===== src/rtl/microwave_timer_if.sv =====
// Signal bundle between the microwave control FSM (master) and the cook timer (slave).
interface microwave_timer_if;
  logic       heat;
  logic       load;
  logic [7:0] load_mm;
  logic [7:0] load_ss;
  logic       clear;
  logic       add30;
  logic       finish;
  logic [7:0] mm;
  logic [7:0] ss;
  logic       running;
  logic       load_err;

  modport master (output heat, load, load_mm, load_ss, clear, add30,
                  input  finish, mm, ss, running, load_err);
  modport slave  (input  heat, load, load_mm, load_ss, clear, add30,
                  output finish, mm, ss, running, load_err);
endinterface


===== src/rtl/microwave_timer.sv =====
// BCD mm:ss countdown cook timer; counts only while heat=1, holds finish in DONE.
// Optional +30 s strobe is built only when MW_TIMER_ADD30_EN is defined.
module microwave_timer #(
  parameter int TICK_DIV = 50_000_000
) (
  input logic              clk,
  input logic              nrst,
  microwave_timer_if.slave tif
);
  localparam int PW = (TICK_DIV > 2) ? $clog2(TICK_DIV) : 1;
  localparam logic [PW-1:0] PMAX = PW'(TICK_DIV - 1);

  typedef enum logic [2:0] {IDLE, ARMED, RUN, HOLD, DONE} state_t;

  state_t        state;
  logic [7:0]    mm_q, ss_q;
  logic [PW-1:0] presc;
  logic          finish_q, running_q, err_q;

  logic          ld_ok, ld_zero, tk, add30_act;
  logic [15:0]   t_time, n_time;

  function automatic logic [15:0] bcd_dec(input logic [7:0] m, input logic [7:0] s);
    logic [7:0] nm, ns;
    nm = m;
    ns = s;
    if (s != 8'h00) begin
      ns = (s[3:0] == 4'd0) ? {s[7:4] - 4'd1, 4'd9} : {s[7:4], s[3:0] - 4'd1};
    end else begin
      ns = 8'h59;
      nm = (m[3:0] == 4'd0) ? {m[7:4] - 4'd1, 4'd9} : {m[7:4], m[3:0] - 4'd1};
    end
    return {nm, ns};
  endfunction

`ifdef MW_TIMER_ADD30_EN
  // +30 s only touches the tens-of-seconds digit; a carry bumps minutes, saturating at 99:59.
  function automatic logic [15:0] bcd_add30(input logic [15:0] t);
    logic [7:0] m, s, nm, ns;
    m  = t[15:8];
    s  = t[7:0];
    nm = m;
    ns = {s[7:4] + 4'd3, s[3:0]};
    if (s[7:4] >= 4'd3) begin
      if (m == 8'h99) return 16'h9959;
      ns = {s[7:4] - 4'd3, s[3:0]};
      nm = (m[3:0] == 4'd9) ? {m[7:4] + 4'd1, 4'd0} : {m[7:4], m[3:0] + 4'd1};
    end
    return {nm, ns};
  endfunction

  assign add30_act = tif.add30;
`else
  logic unused_add30;
  assign unused_add30 = tif.add30;
  assign add30_act    = 1'b0;
`endif

  assign ld_ok   = (tif.load_mm[7:4] <= 4'd9) && (tif.load_mm[3:0] <= 4'd9) &&
                   (tif.load_ss[7:4] <= 4'd5) && (tif.load_ss[3:0] <= 4'd9);
  assign ld_zero = (tif.load_mm == 8'h00) && (tif.load_ss == 8'h00);
  assign tk      = (state == RUN) && tif.heat && (presc == PMAX);

  // Tick is applied before any same-cycle +30 s.
  always_comb begin
    t_time = tk ? bcd_dec(mm_q, ss_q) : {mm_q, ss_q};
`ifdef MW_TIMER_ADD30_EN
    n_time = add30_act ? bcd_add30(t_time) : t_time;
`else
    n_time = t_time;
`endif
  end

  always_ff @(posedge clk or negedge nrst) begin
    if (!nrst) begin
      state     <= IDLE;
      mm_q      <= 8'h00;
      ss_q      <= 8'h00;
      presc     <= '0;
      finish_q  <= 1'b0;
      running_q <= 1'b0;
      err_q     <= 1'b0;
    end else begin
      err_q <= 1'b0;
      if (tif.clear) begin
        state     <= IDLE;
        mm_q      <= 8'h00;
        ss_q      <= 8'h00;
        presc     <= '0;
        finish_q  <= 1'b0;
        running_q <= 1'b0;
      end else if (tif.load && ld_ok) begin
        state     <= ld_zero ? IDLE : ARMED;
        mm_q      <= tif.load_mm;
        ss_q      <= tif.load_ss;
        presc     <= '0;
        finish_q  <= 1'b0;
        running_q <= 1'b0;
      end else begin
        if (tif.load) err_q <= 1'b1;
        case (state)
          IDLE, DONE: begin
            if (add30_act) begin
              state     <= ARMED;
              mm_q      <= 8'h00;
              ss_q      <= 8'h30;
              presc     <= '0;
              finish_q  <= 1'b0;
              running_q <= 1'b0;
            end
          end
          ARMED, HOLD: begin
            if (add30_act) begin
              {mm_q, ss_q} <= n_time;
            end else if (tif.heat) begin
              state     <= RUN;
              running_q <= 1'b1;
            end
          end
          RUN: begin
            if (tif.heat) presc <= tk ? '0 : presc + 1'b1;
            {mm_q, ss_q} <= n_time;
            if (n_time == 16'h0000) begin
              state     <= DONE;
              finish_q  <= 1'b1;
              running_q <= 1'b0;
            end else if (!tif.heat && !add30_act) begin
              state     <= HOLD;
              running_q <= 1'b0;
            end
          end
          default: state <= IDLE;
        endcase
      end
    end
  end

  assign tif.finish   = finish_q;
  assign tif.running  = running_q;
  assign tif.load_err = err_q;
  assign tif.mm       = mm_q;
  assign tif.ss       = ss_q;
endmodule


===== src/flat_wrapper.sv =====
// flat-port wrapper written by rule: the top's interface ports become plain ports
module microwave_timer_flat 
#(
  parameter int TICK_DIV = 50_000_000
)
  (clk, nrst, tif_heat, tif_load, tif_load_mm, tif_load_ss, tif_clear, tif_add30, tif_finish, tif_mm, tif_ss, tif_running, tif_load_err);
  microwave_timer_if tif_i ();
  input logic clk;
  input logic nrst;
  input wire logic [$bits(tif_i.heat)-1:0] tif_heat;
  input wire logic [$bits(tif_i.load)-1:0] tif_load;
  input wire logic [$bits(tif_i.load_mm)-1:0] tif_load_mm;
  input wire logic [$bits(tif_i.load_ss)-1:0] tif_load_ss;
  input wire logic [$bits(tif_i.clear)-1:0] tif_clear;
  input wire logic [$bits(tif_i.add30)-1:0] tif_add30;
  output wire logic [$bits(tif_i.finish)-1:0] tif_finish;
  output wire logic [$bits(tif_i.mm)-1:0] tif_mm;
  output wire logic [$bits(tif_i.ss)-1:0] tif_ss;
  output wire logic [$bits(tif_i.running)-1:0] tif_running;
  output wire logic [$bits(tif_i.load_err)-1:0] tif_load_err;
  assign tif_i.heat = tif_heat;
  assign tif_i.load = tif_load;
  assign tif_i.load_mm = tif_load_mm;
  assign tif_i.load_ss = tif_load_ss;
  assign tif_i.clear = tif_clear;
  assign tif_i.add30 = tif_add30;
  assign tif_finish = tif_i.finish;
  assign tif_mm = tif_i.mm;
  assign tif_ss = tif_i.ss;
  assign tif_running = tif_i.running;
  assign tif_load_err = tif_i.load_err;
  microwave_timer #(.TICK_DIV(TICK_DIV)) u_core (.clk(clk), .nrst(nrst), .tif(tif_i));
endmodule

===== config.mk =====
export PLATFORM = sky130hd
export DESIGN_NAME = microwave_timer_flat
export DESIGN_NICKNAME = d
export VERILOG_FILES = /design/src/rtl/microwave_timer_if.sv /design/src/rtl/microwave_timer.sv /design/src/flat_wrapper.sv
export SDC_FILE = /design/constraint.sdc
export NUM_CORES = 1
export LEC_CHECK = 0
export CORE_ASPECT_RATIO = 1.75
export CORE_UTILIZATION = 59
export DETAILED_ROUTE_END_ITERATION = 16
export GPL_ROUTABILITY_DRIVEN = 0
export PLACE_DENSITY_LB_ADDON = 0.08
export SLEW_MARGIN = 40
export SYNTH_ARGS = -nofsm -noshare
export SYNTH_HDL_FRONTEND = slang
export SYNTH_SLANG_ARGS = --single-unit

===== constraint.sdc =====
create_clock -name clk -period 7.4 [get_ports clk]
set_input_delay 1.48 -clock clk [delete_from_list [all_inputs] [get_ports clk]]
set_output_delay 1.48 -clock clk [all_outputs]
set_load 0.03 [all_outputs]

== Word-level counts from Yosys, hierarchy flattened ==
Index checks and enable logic that the tools add are counted.

* Register bits after elaboration: 48
* Bits of input ports: 22
* Output and inout bits: 19

* $add $sub $neg: 5
* Order comparisons: 4
* Equality and inequality tests: 8
* Muxes and demuxes: 36
* Reductions and logical operators: 24

{| class="wikitable"
|+ Operators by type and width
! operator !! number
|-
| 26-bit 2-to-1 mux || 5
|-
| 8-bit 2-to-1 mux || 10
|-
| 26-bit by 1-bit adder with 26-bit output (second input constant) || 1
|-
| 26-bit == test (second input constant) || 1
|-
| 16-bit logical NOT || 1
|-
| 8-bit logical NOT || 2
|-
| 16-bit 2-to-1 mux || 1
|-
| 4-bit by 1-bit subtractor with 4-bit output (second input constant) || 4
|-
| 3-bit 2-to-1 mux || 5
|-
| 1-bit 2-to-1 mux || 13
|-
| 4-bit less-or-equal comparator (second input constant) || 3
|-
| 3-bit one-hot mux with 3 select lines || 1
|-
| 3-bit nonzero test || 3
|-
| 4-bit logical NOT || 2
|-
| 8-bit nonzero test || 1
|-
| 1-bit logical AND || 7
|-
| 3-bit by 2-bit == test with 1-bit output (second input constant) || 2
|-
| 3-bit AND reduction || 2
|-
| 5-bit != test (second input constant) || 1
|-
| 4-bit by 3-bit less-or-equal comparator with 1-bit output (second input constant) || 1
|-
| 4-bit by 3-bit != test with 1-bit output (second input constant) || 1
|-
| 2-bit AND reduction || 2
|-
| 4-bit nonzero test || 1
|-
| 2-bit OR reduction || 2
|-
| 5 further kinds || 5
|}

== Depth between registers and ports, before layout ==
* Depth after elaboration: 9
* Gate-level depth with buffers: 11
* Gate-level depth less buffers: 9

== Worst setup path after synthesis ==
Ideal clock, no wire load.

* Path type: input -> register
* Start: input port tif_heat
* End: register u_core.running_q, in the netlist u_core.tif.running
* Setup time: 0.133 ns
* Arrival: 3.300 ns
* Setup slack: 3.967 ns
* Stages: 8
* Path through: nand4bb_4 -> or4_4 -> nor4_4 -> and3_1 -> buf_4 -> a31o_1 -> and4bb_4 -> o31ai_1

* Longest elaborated chain between the ends: 8
* Elaborated cells between the ends (all ways): 11
* Those cells by class: eq/ne: 2; mux: 5; reduce/logical: 4

{| class="wikitable"
|+ RTL lines
! element !! line !! text
|-
| start, declared || flat_wrapper.sv:10 || <nowiki>input wire logic [$bits(tif_i.heat)-1:0] tif_heat;</nowiki>
|-
| 1-bit logical AND (2 in series) || microwave_timer.sv:62 || <nowiki>assign tk = (state == RUN) && tif.heat && (presc == PMAX);</nowiki>
|-
| 16-bit 2-to-1 mux || microwave_timer.sv:66 || <nowiki>t_time = tk ? bcd_dec(mm_q, ss_q) : {mm_q, ss_q};</nowiki>
|-
| 16-bit logical NOT || microwave_timer.sv:123 || <nowiki>if (n_time == 16'h0000) begin</nowiki>
|-
| 1-bit 2-to-1 mux || microwave_timer.sv:123 ||
|-
| 1-bit one-hot mux with 2 select lines || microwave_timer.sv:101 || <nowiki>case (state)</nowiki>
|-
| 1-bit 2-to-1 mux || microwave_timer.sv:92 || <nowiki>end else if (tif.load && ld_ok) begin</nowiki>
|-
| 1-bit 2-to-1 mux || microwave_timer.sv:85 || <nowiki>if (tif.clear) begin</nowiki>
|-
| end signal, assigned || microwave_timer.sv:91 || <nowiki>running_q <= 1'b0;</nowiki>
|-
| end signal, assigned || microwave_timer.sv:98 || <nowiki>running_q <= 1'b0;</nowiki>
|-
| end signal, assigned || microwave_timer.sv:126 || <nowiki>running_q <= 1'b0;</nowiki>
|-
| end, declared || microwave_timer.sv:18 || <nowiki>logic finish_q, running_q, err_q;</nowiki>
|}

Several ways; a longest one is shown, not always the timed one.
A chain may end at the register's enable or synchronous reset.

== Worst setup path in the final report ==
Ends and elaborated chain as after synthesis.

==> metrics.yaml <==
sta:
  timing.fmax_ghz: 0.2475
  rsz0062_at_grt: "no"
  skew_ns: 0.005532
  hold_viol: 0
  max_slew_margin_pct: 48.03
  fin_tns_setup_ns: 0
  hold_slack_ns: 0.5106
  fin_crit_ns: 4.041
  worst_pin_slew_ns: 0.7724
  setup_viol: 0
  slew_violations: 0
  fin_crit_sh_pct: 54.61
cts:
  clk_path_buf_depth: 2
  ctsHoldBuffers: 0
  numCtsBuffers: 5
  clock_latency_ns: 0.30
  clkSlewWorstSetupHoldPaths_ns: 0.09
  postCtsResizedCells: 0
  post_cts.repair.setup_buffers: 0
  cts_tree: "yes"
  numClockSinks: 48
  clock-root-buffer: "clkbuf_8"
  h-tree-depth: 2
worst_setup_path:
  critPathMaxFanout: 8
  crit_path_start_kind: "input port"
  cp_top_family: "simple AND/OR/NAND/NOR gates"
  crit_slowest_cell: "clkdlybuf4s50_1"
  arrival_ns: 4.23
  path_cells: "clkdlybuf4s50_1 -> nand4bb_4 -> or4_4 -> nor4_4 -> and3_1 -> a31o_1 -> and4bb_4 -> o31ai_1"
  cp.required_ns: 7.58
  setup.worst_path.end_class: "flip-flop"
  critical_path.max_stage_delay_ns: 0.62
  crit_type: "input port to flip-flop"
  path_buf_inv: 1
floorplan:
  initial_utilization_pct: 60.98
  ios: 41
  dieArea_mm2: 0.005401
  dieWidth_um: 55.99
  fp.coreArea_mm2: 0.004935
  row_count: 34
  die_y_um: 96.48
layout:
  area_growth_pct: 17.67
  antenna_cells: 0
  fin_area_mm2: 0.003541
  layout.nets: 422
  final_core_util_pct: 71.75
  drive_gt1_share_pct: 7.071
global_routing:
  grt_pass1_wl_um: 12240
  grtUsageTotal_pct: 28.98
  grt_antenna_before_repair: 0
  grt_max_degree: 49
  grt_pass1_vias: 2773
  grt_overflow: 0
logic_synthesis:
  ys_seq_area_share_pct: 39.92
  synth_most_common_cell: "nor2_1"
  syn_inst: 362
  synth_top_cell_by_area: "dfrtp_1"
  avgSynthCellArea_um2: 8.313
  synth_commonest_cells: "nor2_1 (50), dfrtp_1 (48), o21ai_0 (48)"
  synthesis.nets: 389
  yosysTopAreaCellShare_pct: 39.92
  yosysUniqueCellTypes: 53
  yosys_warnings: 0
  ys_seq_elements: 48
  synth_ff_type: "dfrtp_1"
  synth_edf_count: 0
  netlist_top_cells_area: "dfrtp_1 (40%), o21ai_0 (8.0%), nor2_1 (6.2%), nand2_1 (5.1%), nand4_1 (3.1%)"
  syn_area_mm2: 0.003009
  ys_async_sr_fraction_pct: 100.0
placed_design:
  port_buffers: 39
  placedInstanceArea_mm2: 0.003423
  hpwlAfterDp_um: 5359
pwr:
  p_leak_nw: 1.396
  p_per_area_mw_per_mm2: 149.3
  vdd_drop_max_v: 0.0001820
detailed_routing:
  num_vias: 2921
  antenna_left: 0
  wl_per_cell_um: 16.99
  first_pass_iters: 4
  initialDrtViolationCount: 101
  drc: 0
  drt_wl_total_um: 7647
  via_per_inst: 6.491
worst_hold_path:
  hold_path_class: "flip-flop to flip-flop"
run:
  max_cap_viol_count: 0
outcome:
  status: "completed"
## flip-flops by register name, summed over array words and instances, names as in the netlist
register,count
u_core.tif.ss,8
u_core.tif.finish,1
u_core.tif.load_err,1
u_core.state,3
u_core.tif.running,1
u_core.tif.mm,8
u_core.presc,26
## stage by stage
step,total power [mW],worst slack (ns),cells
floorplan,0.3068,3.967,362
global placement,0.3387,2.880,442
detailed placement,0.3394,2.866,442
CTS,0.5325,3.191,450
global route,0.5459,3.226,450
finish,0.5286,3.359,450
## final timing paths
kind | start | to | slack [ns] | cells after the start
setup / recovery | tif_heat | u_core.tif.running | 3.36 | 8
hold / removal | u_core.presc[25] | u_core.presc[25] | 0.51 | 1
setup reg to reg | u_core.presc[0] | u_core.tif.running | 4.48 | 8
hold reg to reg | u_core.presc[25] | u_core.presc[25] | 0.51 | 1
max in group asynchronous | nrst | u_core.presc[24] | 5.78 | 1
min in group asynchronous | nrst | u_core.tif.finish | 1.19 | 1
## layout by cell type, fill, tap and decap left out, types with 8 or more instances in the layout
master / netlist / layout
a211oi_1: 9 / 9
a21oi_1: 11 / 11
a31oi_1: 8 / 8
clkdlybuf4s50_1: 0 / 38
dfrtp_1: 48 / 48
inv_1: 10 / 10
nand2_1: 41 / 41
nand3_1: 9 / 9
nand4_1: 15 / 15
nor2_1: 50 / 50
nor3_1: 10 / 8
nor4_1: 9 / 9
o21ai_0: 48 / 48
## worst reg2reg max path, cell delays in order (launching register included)
cell and delay (ns):
dfrtp_1 0.43, ha_1 0.25, nand4_2 0.20, or4_1 0.75, nor4_2 0.34, mux2i_1 0.27
nand2_1 0.08, and4bb_4 0.39, o31ai_1 0.09
## final cells by class
cell class | instances | area, um2
clock inverter | 3 | 42.54
timing repair buffer | 42 | 410.4
inverter | 10 | 37.54
clock buffer | 5 | 68.82
multi-input combinational | 288 | 1713
sequential | 48 | 1201
tap | 54 | 67.56
fill | 417 | 1394
## cell families (layout without fill, tap and decap cells)
kind of cell,count (synthesis),count (layout),share of synthesized area (%)
simple gates,175,175,31.27
compound gates,94,94,18.88
flops,48,48,39.92
buf+inv,26,60,3.534
xor+xnor,8,8,2.328
mux,6,6,1.996
fa+ha+maj,5,5,2.079
## metal layers
| metal | track usage (%) | part of all wire, % | up-vias |
|---|---|---|---|
| met3 | 4.660 | 3.5 | 26 |
| li1 | - | - | 1383 |
| met5 | 0 | 0 | - |
| met2 | 51.88 | 53 | 90 |
| met4 | 17.89 | 3.3 | 0 |
| met1 | 31.94 | 40 | 1422 |
## where the power goes
group | leakage (nW) | total (mW) | internal (mW) | switching [mW]
clock network | 0.0541 | 0.194 | 0.100 | 0.0937
registers | 0.668 | 0.269 | 0.265 | 0.00402
logic | 0.674 | 0.0657 | 0.0273 | 0.0384
total | 1.40 | 0.529 | 0.392 | 0.136
Note: power is estimated with default switching activity, not from simulation.
